`config.mk`:
```
export PLATFORM = sky130hd
export DESIGN_NAME = perceptron_trainer
export DESIGN_NICKNAME = d
export VERILOG_FILES = /design/src/rtl/perceptron_trainer.sv
export SDC_FILE = /design/constraint.sdc
export NUM_CORES = 1
export LEC_CHECK = 0
export BUFFER_PORTS_ARGS = -buffer_cell sky130_fd_sc_hd__buf_2
export CORE_UTILIZATION = 50
export DETAILED_ROUTE_END_ITERATION = 10
export PLACE_DENSITY = 0.86
export SETUP_SLACK_MARGIN = 0.02
export SLEW_MARGIN = 40
export SYNTH_ARGS = -nofsm -noshare
export SYNTH_HDL_FRONTEND = slang
export SYNTH_SLANG_ARGS = --single-unit
```
`constraint.sdc`:
```
create_clock -name clk -period 5.89 [get_ports clk]
set_input_delay 0.589 -clock clk [delete_from_list [all_inputs] [get_ports clk]]
set_output_delay 0.589 -clock clk [all_outputs]
set_load 0.01 [all_outputs]
```
`src/rtl/perceptron_trainer.sv`:
```
// perceptron_trainer
//   Control and learning stage of a single-layer perceptron. Holds the weight
//   registers, presents the registered sample (x_out) and weights (w) to an
//   external weighted_sum pipeline, waits SUM_LAT cycles for its result,
//   thresholds it into y and, when training on a mismatch, applies the
//   perceptron rule one weight per cycle.
//
//   Build option: define PERCEPTRON_SAT_EN to saturate weight updates on
//   signed overflow; otherwise updates wrap modulo 2^32.
//
// Ports
//   clk        clock, all logic on posedge
//   rst        synchronous active-high reset
//   in_valid   sample present on x/target/train
//   in_ready   high only while idle; accept = in_valid & in_ready
//   x          binary input vector
//   target     desired output for the sample
//   train      1 = update weights on mismatch, 0 = inference only
//   clr_cnt    clears err_cnt (wins over a coincident increment)
//   x_out      registered sample driven to weighted_sum
//   w          weights, w_i at [32*i+31:32*i], signed two's complement
//   sum        signed result returned by weighted_sum
//   out_valid  one-cycle pulse marking a new y
//   y          thresholded output, held until the next decision
//   err_cnt    saturating mismatch count

module perceptron_trainer #(
   parameter int unsigned        N       = 8,
   parameter int unsigned        SUM_LAT = 8,
   parameter logic [31:0]        LR      = 32'd1,
   parameter logic signed [31:0] THRESH  = 32'sd0
) (
   input  logic              clk,
   input  logic              rst,
   input  logic              in_valid,
   output logic              in_ready,
   input  logic [N-1:0]      x,
   input  logic              target,
   input  logic              train,
   input  logic              clr_cnt,
   output logic [N-1:0]      x_out,
   output logic [32*N-1:0]   w,
   input  logic [31:0]       sum,
   output logic              out_valid,
   output logic              y,
   output logic [15:0]       err_cnt
);

   localparam int unsigned CNT_W = (SUM_LAT > 1) ? $clog2(SUM_LAT) : 1;
   localparam int unsigned IDX_W = (N > 1) ? $clog2(N) : 1;

   typedef enum logic [1:0] {StIdle, StWait, StDecide, StUpdate} state_e;

   state_e             state_q;
   logic [CNT_W-1:0]   cnt_q;
   logic [IDX_W-1:0]   idx_q;
   logic               target_q;
   logic               train_q;
   logic [31:0]        w_q [N];
   logic               y_new;
   logic               mismatch;
   logic [31:0]        upd_val;

   // Step one weight by +/-LR; on signed overflow either saturate or wrap.
   function automatic logic [31:0] step_weight(input logic [31:0] a, input logic up);
      logic [31:0] r;
      r = up ? (a + LR) : (a - LR);
`ifdef PERCEPTRON_SAT_EN
      if (up ? ((a[31] == LR[31]) && (r[31] != a[31]))
             : ((a[31] != LR[31]) && (r[31] != a[31]))) begin
         r = a[31] ? 32'h8000_0000 : 32'h7FFF_FFFF;
      end
`endif
      return r;
   endfunction

   always_comb begin
      y_new    = ($signed(sum) > THRESH);
      mismatch = (y_new != target_q);
      upd_val  = step_weight(w_q[idx_q], target_q);
   end

   for (genvar i = 0; i < N; i++) begin : g_w
      assign w[32*i +: 32] = w_q[i];
   end

   always_ff @(posedge clk) begin
      if (rst) begin
         state_q   <= StIdle;
         cnt_q     <= '0;
         idx_q     <= '0;
         target_q  <= 1'b0;
         train_q   <= 1'b0;
         x_out     <= '0;
         y         <= 1'b0;
         out_valid <= 1'b0;
         in_ready  <= 1'b1;
         err_cnt   <= '0;
         for (int i = 0; i < N; i++) begin
            w_q[i] <= '0;
         end
      end else begin
         out_valid <= 1'b0;

         unique case (state_q)
            StIdle: begin
               if (in_valid) begin
                  x_out    <= x;
                  target_q <= target;
                  train_q  <= train;
                  cnt_q    <= '0;
                  in_ready <= 1'b0;
                  state_q  <= StWait;
               end
            end
            StWait: begin
               // x_out and w stay frozen here so the pipeline sees one stable operand set.
               if (cnt_q == CNT_W'(SUM_LAT - 1)) begin
                  state_q <= StDecide;
               end else begin
                  cnt_q <= cnt_q + CNT_W'(1);
               end
            end
            StDecide: begin
               y         <= y_new;
               out_valid <= 1'b1;
               if (train_q && mismatch) begin
                  idx_q   <= '0;
                  state_q <= StUpdate;
               end else begin
                  in_ready <= 1'b1;
                  state_q  <= StIdle;
               end
            end
            StUpdate: begin
               if (x_out[idx_q]) begin
                  w_q[idx_q] <= upd_val;
               end
               if (idx_q == IDX_W'(N - 1)) begin
                  in_ready <= 1'b1;
                  state_q  <= StIdle;
               end else begin
                  idx_q <= idx_q + IDX_W'(1);
               end
            end
            default: state_q <= StIdle;
         endcase

         if (clr_cnt) begin
            err_cnt <= '0;
         end else if ((state_q == StDecide) && mismatch && (err_cnt != 16'hFFFF)) begin
            err_cnt <= err_cnt + 16'd1;
         end
      end
   end

endmodule

```
==> results.md, run 1 <==
* Core ar. at 0.0279 mm²
* Sequential power share at 48.3%
* Clk_lat worst skew at 0.56 ns
* Worst Hold Class: input pin to flop
* Antenna viol nets, final at 0
* Endpoints failing setup at 0
* Yosys top cell area share at 53.7%
* Cell count after placement at 1803
* LEAKAGE at 7.05 nW
* Synth cell types at 57
* Synth top cells by count: nor2_1, edfxtp_1, mux4_2, clkbuf_1, nand2_1
* Root buffer cell: clkbuf_16
* DRT iter0 DRCs at 1196
* Critical path required time at 6.17 ns
* Non-Filler Instances at 1857
* Sink Count at 296
* Clock slew at reported path FFs at 0.06 ns
* Max Cap Viol at 0
* Syn_nets at 1230
* Setup TNS at 0 ns
* #FFs+latches synth at 296
* Post-Route Skew at 0.0161 ns
* Boundary Pins at 329
* Remaining DRCs at 0
* Global Route Usage Sum at 29.2%
* N_diodes at 0
* Logic pwr share at 15.5%
* CTS tree: built
* EDFF count, synth at 256
* Vias in the first global route at 11000
* Bufs on Longest Clock Path at 3
* Initial antenna violation count at 0
* Effective utilization at floorplan at 51.2%
* Cells after Synth at 1145
* Post-cts sizing count at 0
* Post-synth top area cell: edfxtp_1
* Area growth syn-to-layout at 21.3%
* Post-synthesis cell area at 0.0143 mm²
* Grt total ovfl at 0
* R2R cell count at 13
* Fin. max-slew vios at 0
* Htree depth at 1
* Min-Delay Path Depth at 3
* YS warnings at 0
* Unrepaired setup endpoints after global routing: false
* Pwr dens at 286 mW/mm²
* Max-slew headroom at 44.1%
* Global-route wire length before repair at 63400 µm
* VDD IR max at 207 µV
* Sequential fraction of the synthesis area at 59.3%
* Clock share of power at 36.3%
* Slew @ Worst Pin at 0.832 ns
* Layout cells sized above 1 at 34.1%
* Layout fillers at 2161
* Fin. Hold Viols at 0
* WL per Instance at 23.6 µm
* Final #Nets at 1542
* Design Power at 0.00496 W
* Async set or reset register ratio after synthesis at 0%
* Critical Path End Type: flop
* FP Rows at 61
* Largest net degree at the start of global routing at 35
* Kind of critical path: flop to flop
* Top cells by area in the synthesized netlist: edfxtp_1, mux4_2, nor2_1
* Sw Pwr at 0.00134 W
* Avg Cell Area, Syn at 12.5 µm²
* Final Critical Period at 5.15 ns
* Ratio of final minimum period to clock period at 87.4%
* Cell-internal power at 0.00362 W
* HPWL after detailed placement at 29000 µm
* Maximum clock frequency at 194 MHz
* CP arrival at 5.43 ns
* DR pass1 iterations at 5
* CTS buffer count at 30
* Status: completed
* DR vias/cell at 6.02
* Min Hold Slack at 0.283 ns
* Critical-path maximum fanout at 27
* I/O Buffers at 328
* Total die area at 0.0293 mm²
* Drt total wl at 43800 µm
* Synth Flop Type: edfxtp_1
* Chip height at 171 µm
* Switching portion of total power at 27.1%
* Hold Buf Count CTS at 0
* Top-count cell post-synth: nor2_1
* CP Launch Type: flop
* Postcts setup bufs at 0
* Vias at 11200
* Chip Width at 171 µm
* GP Congestion at 0.925
[area by class of cell]
cell class / instances / area (µm²) / area share [%]
clock inverter: 10 / 75.1 / 0.433
inverter: 12 / 45.0 / 0.260
tap: 378 / 473 / 2.73
clock buffer: 44 / 835 / 4.81
multi-input combinational: 773 / 5630 / 32.4
sequential: 296 / 8500 / 49.0
timing repair buffer: 344 / 1800 / 10.4
[through the flow]
step | util (%) | setup WS [ns] | cell area [µm²]
2_1_floorplan | - | 1.54 | 14300
3_3_place_gp | 58.5 | 0.689 | 16400
3_5_place_dp | 58.8 | 0.710 | 16400
4_1_cts | 62.1 | 0.692 | 17300
5_1_grt | 62.1 | 0.266 | 17400
6_report | 62.1 | 0.742 | 17400
[critical path: stages (launching register included)]
cell and delay [ns]:
dfxtp_4 0.62, buf_12 0.28, buf_12 0.24, mux4_2 0.56
mux2_2 0.32, ha_1 0.46, and3_1 0.30, nand3_1 0.15
nor4_1 0.49, nand3_1 0.15, o21ai_1 0.36, o31ai_1 0.23
xnor2_1 0.55, nor2_1 0.11
[power by group through the flow]
| stage | registers (W) | logic (W) | clock network [W] |
|---|---|---|---|
| after global routing | 0.00240 | 0.000832 | 0.00188 |
| final | 0.00240 | 0.000768 | 0.00180 |
| after floorplan | 0.00245 | 0.000465 | 0 |
| after detailed placement | 0.00244 | 0.000750 | 0 |
| after CTS | 0.00239 | 0.000755 | 0.00180 |
| after global placement | 0.00244 | 0.000725 | 0 |
[layer usage]
layer / GRT usage [%] / up-vias / part of all wire (%)
met1: 35.2 / 5472 / 35
met3: 7.06 / 110 / 12
met4: 11.5 / 0 / 3.4
li1: - / 4838 / -
met2: 50.5 / 756 / 50
met5: 0 / - / 0
[flip-flops by register name, summed over array words and instances (netlist names), 2 cells and up, named ones only]
signal,flops
state_q,2
idx_q,3
cnt_q,3
err_cnt,16
x_out,8
w_q,256
[logic make-up after synthesis]
group           share of synthesized area [%]
compound gates                           6.38
xor+xnor                                 2.69
fa+ha+maj                                3.46
buf+inv                                  2.03
flops                                    59.3
mux                                      12.7
simple gates                             13.4
[path summary, 6_finish.rpt]
kind | slack (ns) | startpoint | endpoint
setup / recovery | 0.74 | flop | w_q[1][31]
hold / removal | 0.28 | train | train_q
setup reg to reg | 0.74 | flop | w_q[1][31]
hold reg to reg | 0.47 | train_q | train_q
[cells in the final DEF, fill, tap and decap left out, drive strengths merged, types with 13 or more instances in the layout]
cell type,instances
nor2,309
mux2,31
mux4,62
o21ai,19
a21oi,52
xnor2,18
nand2,52
a21o,13
nand4,15
buf,344
nand3,15
clkbuf,44
edfxtp,256
xor2,26
dfxtp,40
ha,38
Power figures use the tool's default switching activity.
==> run 2, diff against run 1 <==
--- a/config.mk
+++ b/config.mk
@@ -8,6 +8,7 @@
 export BUFFER_PORTS_ARGS = -buffer_cell sky130_fd_sc_hd__buf_2
 export CORE_UTILIZATION = 50
 export DETAILED_ROUTE_END_ITERATION = 10
+export MAX_ROUTING_LAYER = met4
 export PLACE_DENSITY = 0.86
 export SETUP_SLACK_MARGIN = 0.02
 export SLEW_MARGIN = 40
==> run 2 against run 1 <==
  * Worst hold slack got worse by 0.0014 ns
  * Highest routed layer unchanged
  * Critical path depth fell by 2
  * Utilization rose by 0.32 points
  * Sequential share of layout area fell by 0.25 points
==> results.md, run 2 (synthesis gave the netlist of run 1 again) <==
* Status: completed
* Sw Pwr at 0.00135 W (+0.66%)
* Worst Hold Class: input pin to flop
* DRT iter0 DRCs at 1214 (+1.5%)
* Unrepaired setup endpoints after global routing: false
* Design Area, Final at 0.0174 mm² (+0.51%)
* Non-Filler Instances at 1860 (+0.16%)
* Pwr dens at 292 mW/mm² (+2.0%)
* Final #Nets at 1544 (+0.13%)
* Switching portion of total power at 26.6% (-0.49 points)
* Post-cts sizing count at 0 (unchanged)
* Cell-internal power at 0.00374 W (+3.2%)
* Global-route wire length before repair at 63400 µm (about the same)
* Global Route Usage Sum at 30.2% (+0.98 points)
* Htree depth at 1 (unchanged)
* Endpoints failing setup at 0 (unchanged)
* CP Launch Type: flop
* Number of flip-flops in the largest register at 256 (unchanged)
* Top Registers: w_q (256), err_cnt (16), x_out (8)
* Post-Route Skew at 0.00928 ns (-0.00679 ns)
* Hold Buf Count CTS at 0 (unchanged)
* VDD IR max at 221 µV (+6.5%)
* Remaining DRCs at 0 (unchanged)
* Chip height at 171 µm (unchanged)
* Root buffer cell: clkbuf_16
* WL per Instance at 23.5 µm (-0.15%)
* Bufs on Longest Clock Path at 3 (unchanged)
* Antenna viol nets, final at 0 (unchanged)
* Core ar. at 0.0279 mm² (unchanged)
* HPWL after detailed placement at 29000 µm (about the same)
* Sink Count at 296 (unchanged)
* CTS tree: built
* Commonest non-fill, non-tap cell in the layout: buf_2
* R2R cell count at 11 (-2)
* Vias at 11200 (+0.31%)
* R2R Path End: w_q[4][31]
* Cell count after placement at 1804 (+0.055%)
* End of the worst hold path: x_out[7]
* Vias in the first global route at 11100 (+0.70%)
* Drt total wl at 43800 µm (about the same)
* Max-slew headroom at 47.6% (+3.5 points)
* Kind of critical path: flop to flop
* Critical Path End Type: flop
* Chip Width at 171 µm (unchanged)
* CP arrival at 5.06 ns (-0.37 ns)
* Critical-path maximum fanout at 19 (-30%)
* Area growth syn-to-layout at 21.9%
* Largest net degree at the start of global routing at 38 (+8.6%)
* Fin. max-slew vios at 0 (unchanged)
* Fin. Hold Viols at 0 (unchanged)
* Max Cap Viol at 0 (unchanged)
* Final Critical Period at 4.79 ns (-0.359 ns)
* Effective utilization at floorplan at 51.2% (unchanged)
* Maximum clock frequency at 209 MHz (+7.5%)
* LEAKAGE at 7.10 nW (+0.76%)
* N_diodes at 0 (unchanged)
* CTS buffer count at 31 (+3.3%)
* Grt total ovfl at 0 (unchanged)
* GP Congestion at 0.944 (+2.1%)
* Total die area at 0.0293 mm² (unchanged)
* Sequential power share at 47.1% (-1.2 points)
* HP Start: x[7]
* Logic pwr share at 15.2% (-0.3 points)
* Initial antenna violation count at 0 (unchanged)
* Clk_lat worst skew at 0.55 ns (about the same)
* DR pass1 iterations at 5 (unchanged)
* Clock share of power at 37.8% (+1.5 points)
* R2r setup slk at 1.10 ns (+0.36 ns)
* FP Rows at 61 (unchanged)
* I/O Buffers at 328 (unchanged)
* Min Hold Slack at 0.281 ns (-0.00143 ns)
* Placed cell area at 0.0164 mm² (about the same)
* Critical path required time at 6.16 ns (about the same)
* Postcts setup bufs at 0 (unchanged)
* Ratio of final minimum period to clock period at 81.3% (-6.1 points)
* Clock slew at reported path FFs at 0.06 ns (about the same)
* Most frequent cells in the layout: buf_2, nor2_1, edfxtp_1
* Min-Delay Path Depth at 3 (unchanged)
* Largest Register: w_q
* Core Util, Final at 62.4% (+0.32 points)
* Setup TNS at 0 ns (unchanged)
* Boundary Pins at 329 (unchanged)
* Layout cells sized above 1 at 34.5% (+0.34 points)
* Slew @ Worst Pin at 0.781 ns (-0.0520 ns)
* DR vias/cell at 6.03 (+0.15%)
[run 2: cell types whose count changed in the layout (fill, tap and decap cells not counted), sizes merged]
cell    previous run  this run
buf              344       345
clkbuf            44        37
clkinv             8        14
bufinv             1         4
[run 2: power by group through the flow]
stage / combinational, W / sequential, W / clock, W
2_1_floorplan: 0.000465 / 0.00245 / 0
3_3_place_gp: 0.000726 / 0.00244 / 0
3_5_place_dp: 0.000750 / 0.00244 / 0
4_1_cts: 0.000756 / 0.00239 / 0.00194
5_1_grt: 0.000832 / 0.00240 / 0.00202
6_report: 0.000771 / 0.00240 / 0.00192
[run 2: worst max-delay path, cell delays in order, from the launching register on]
cell     delay, ns
dfxtp_4       0.57
buf_4         0.36
mux4_2        0.55
mux2_2        0.28
ha_1          0.48
nand4_1       0.30
nor4_1        0.61
nand3_1       0.15
o21ai_1       0.34
o31ai_1       0.21
xnor2_1       0.57
nor2_1        0.08
[run 2: area by class of cell]
class | instances | area (µm²)
clock buffer | 37 | 798
clock inverter | 19 | 198
fill | 2165 | 10500
inverter | 12 | 45.0
multi-input combinational | 773 | 5640
sequential | 296 | 8500
tap | 378 | 473
timing repair buffer | 345 | 1790
[run 2: per-layer routing]
layer	global-route usage, %	wire length [µm]	vias up
met1	36.0	16000	5468
met5	-	0	-
met2	50.9	21900	778
met4	9.24	1220	0
met3	6.99	4680	101
li1	-	-	4864
[run 2: how the worst max path moves through the flow]
stage | startpoint | to | slack, ns | depth (start not counted)
finish | flop | w_q[4][31] | 1.10 | 11
global route | flop | w_q[5][31] | 0.76 | 12
CTS | flop | w_q[7][31] | 1.05 | 12
detailed placement | flop | w_q[7][31] | 1.08 | 12
global placement | flop | w_q[5][31] | 0.70 | 12
floorplan | flop | w_q[0][30] | 1.54 | 13
[run 2: per-stage QoR]
| step | power, W | setup slack (ns) |
|---|---|---|
| finish | 0.00509 | 1.10 |
| global route | 0.00525 | 0.759 |
| CTS | 0.00509 | 1.05 |
| detailed placement | 0.00319 | 1.08 |
| global placement | 0.00316 | 0.697 |
| floorplan | 0.00292 | 1.54 |
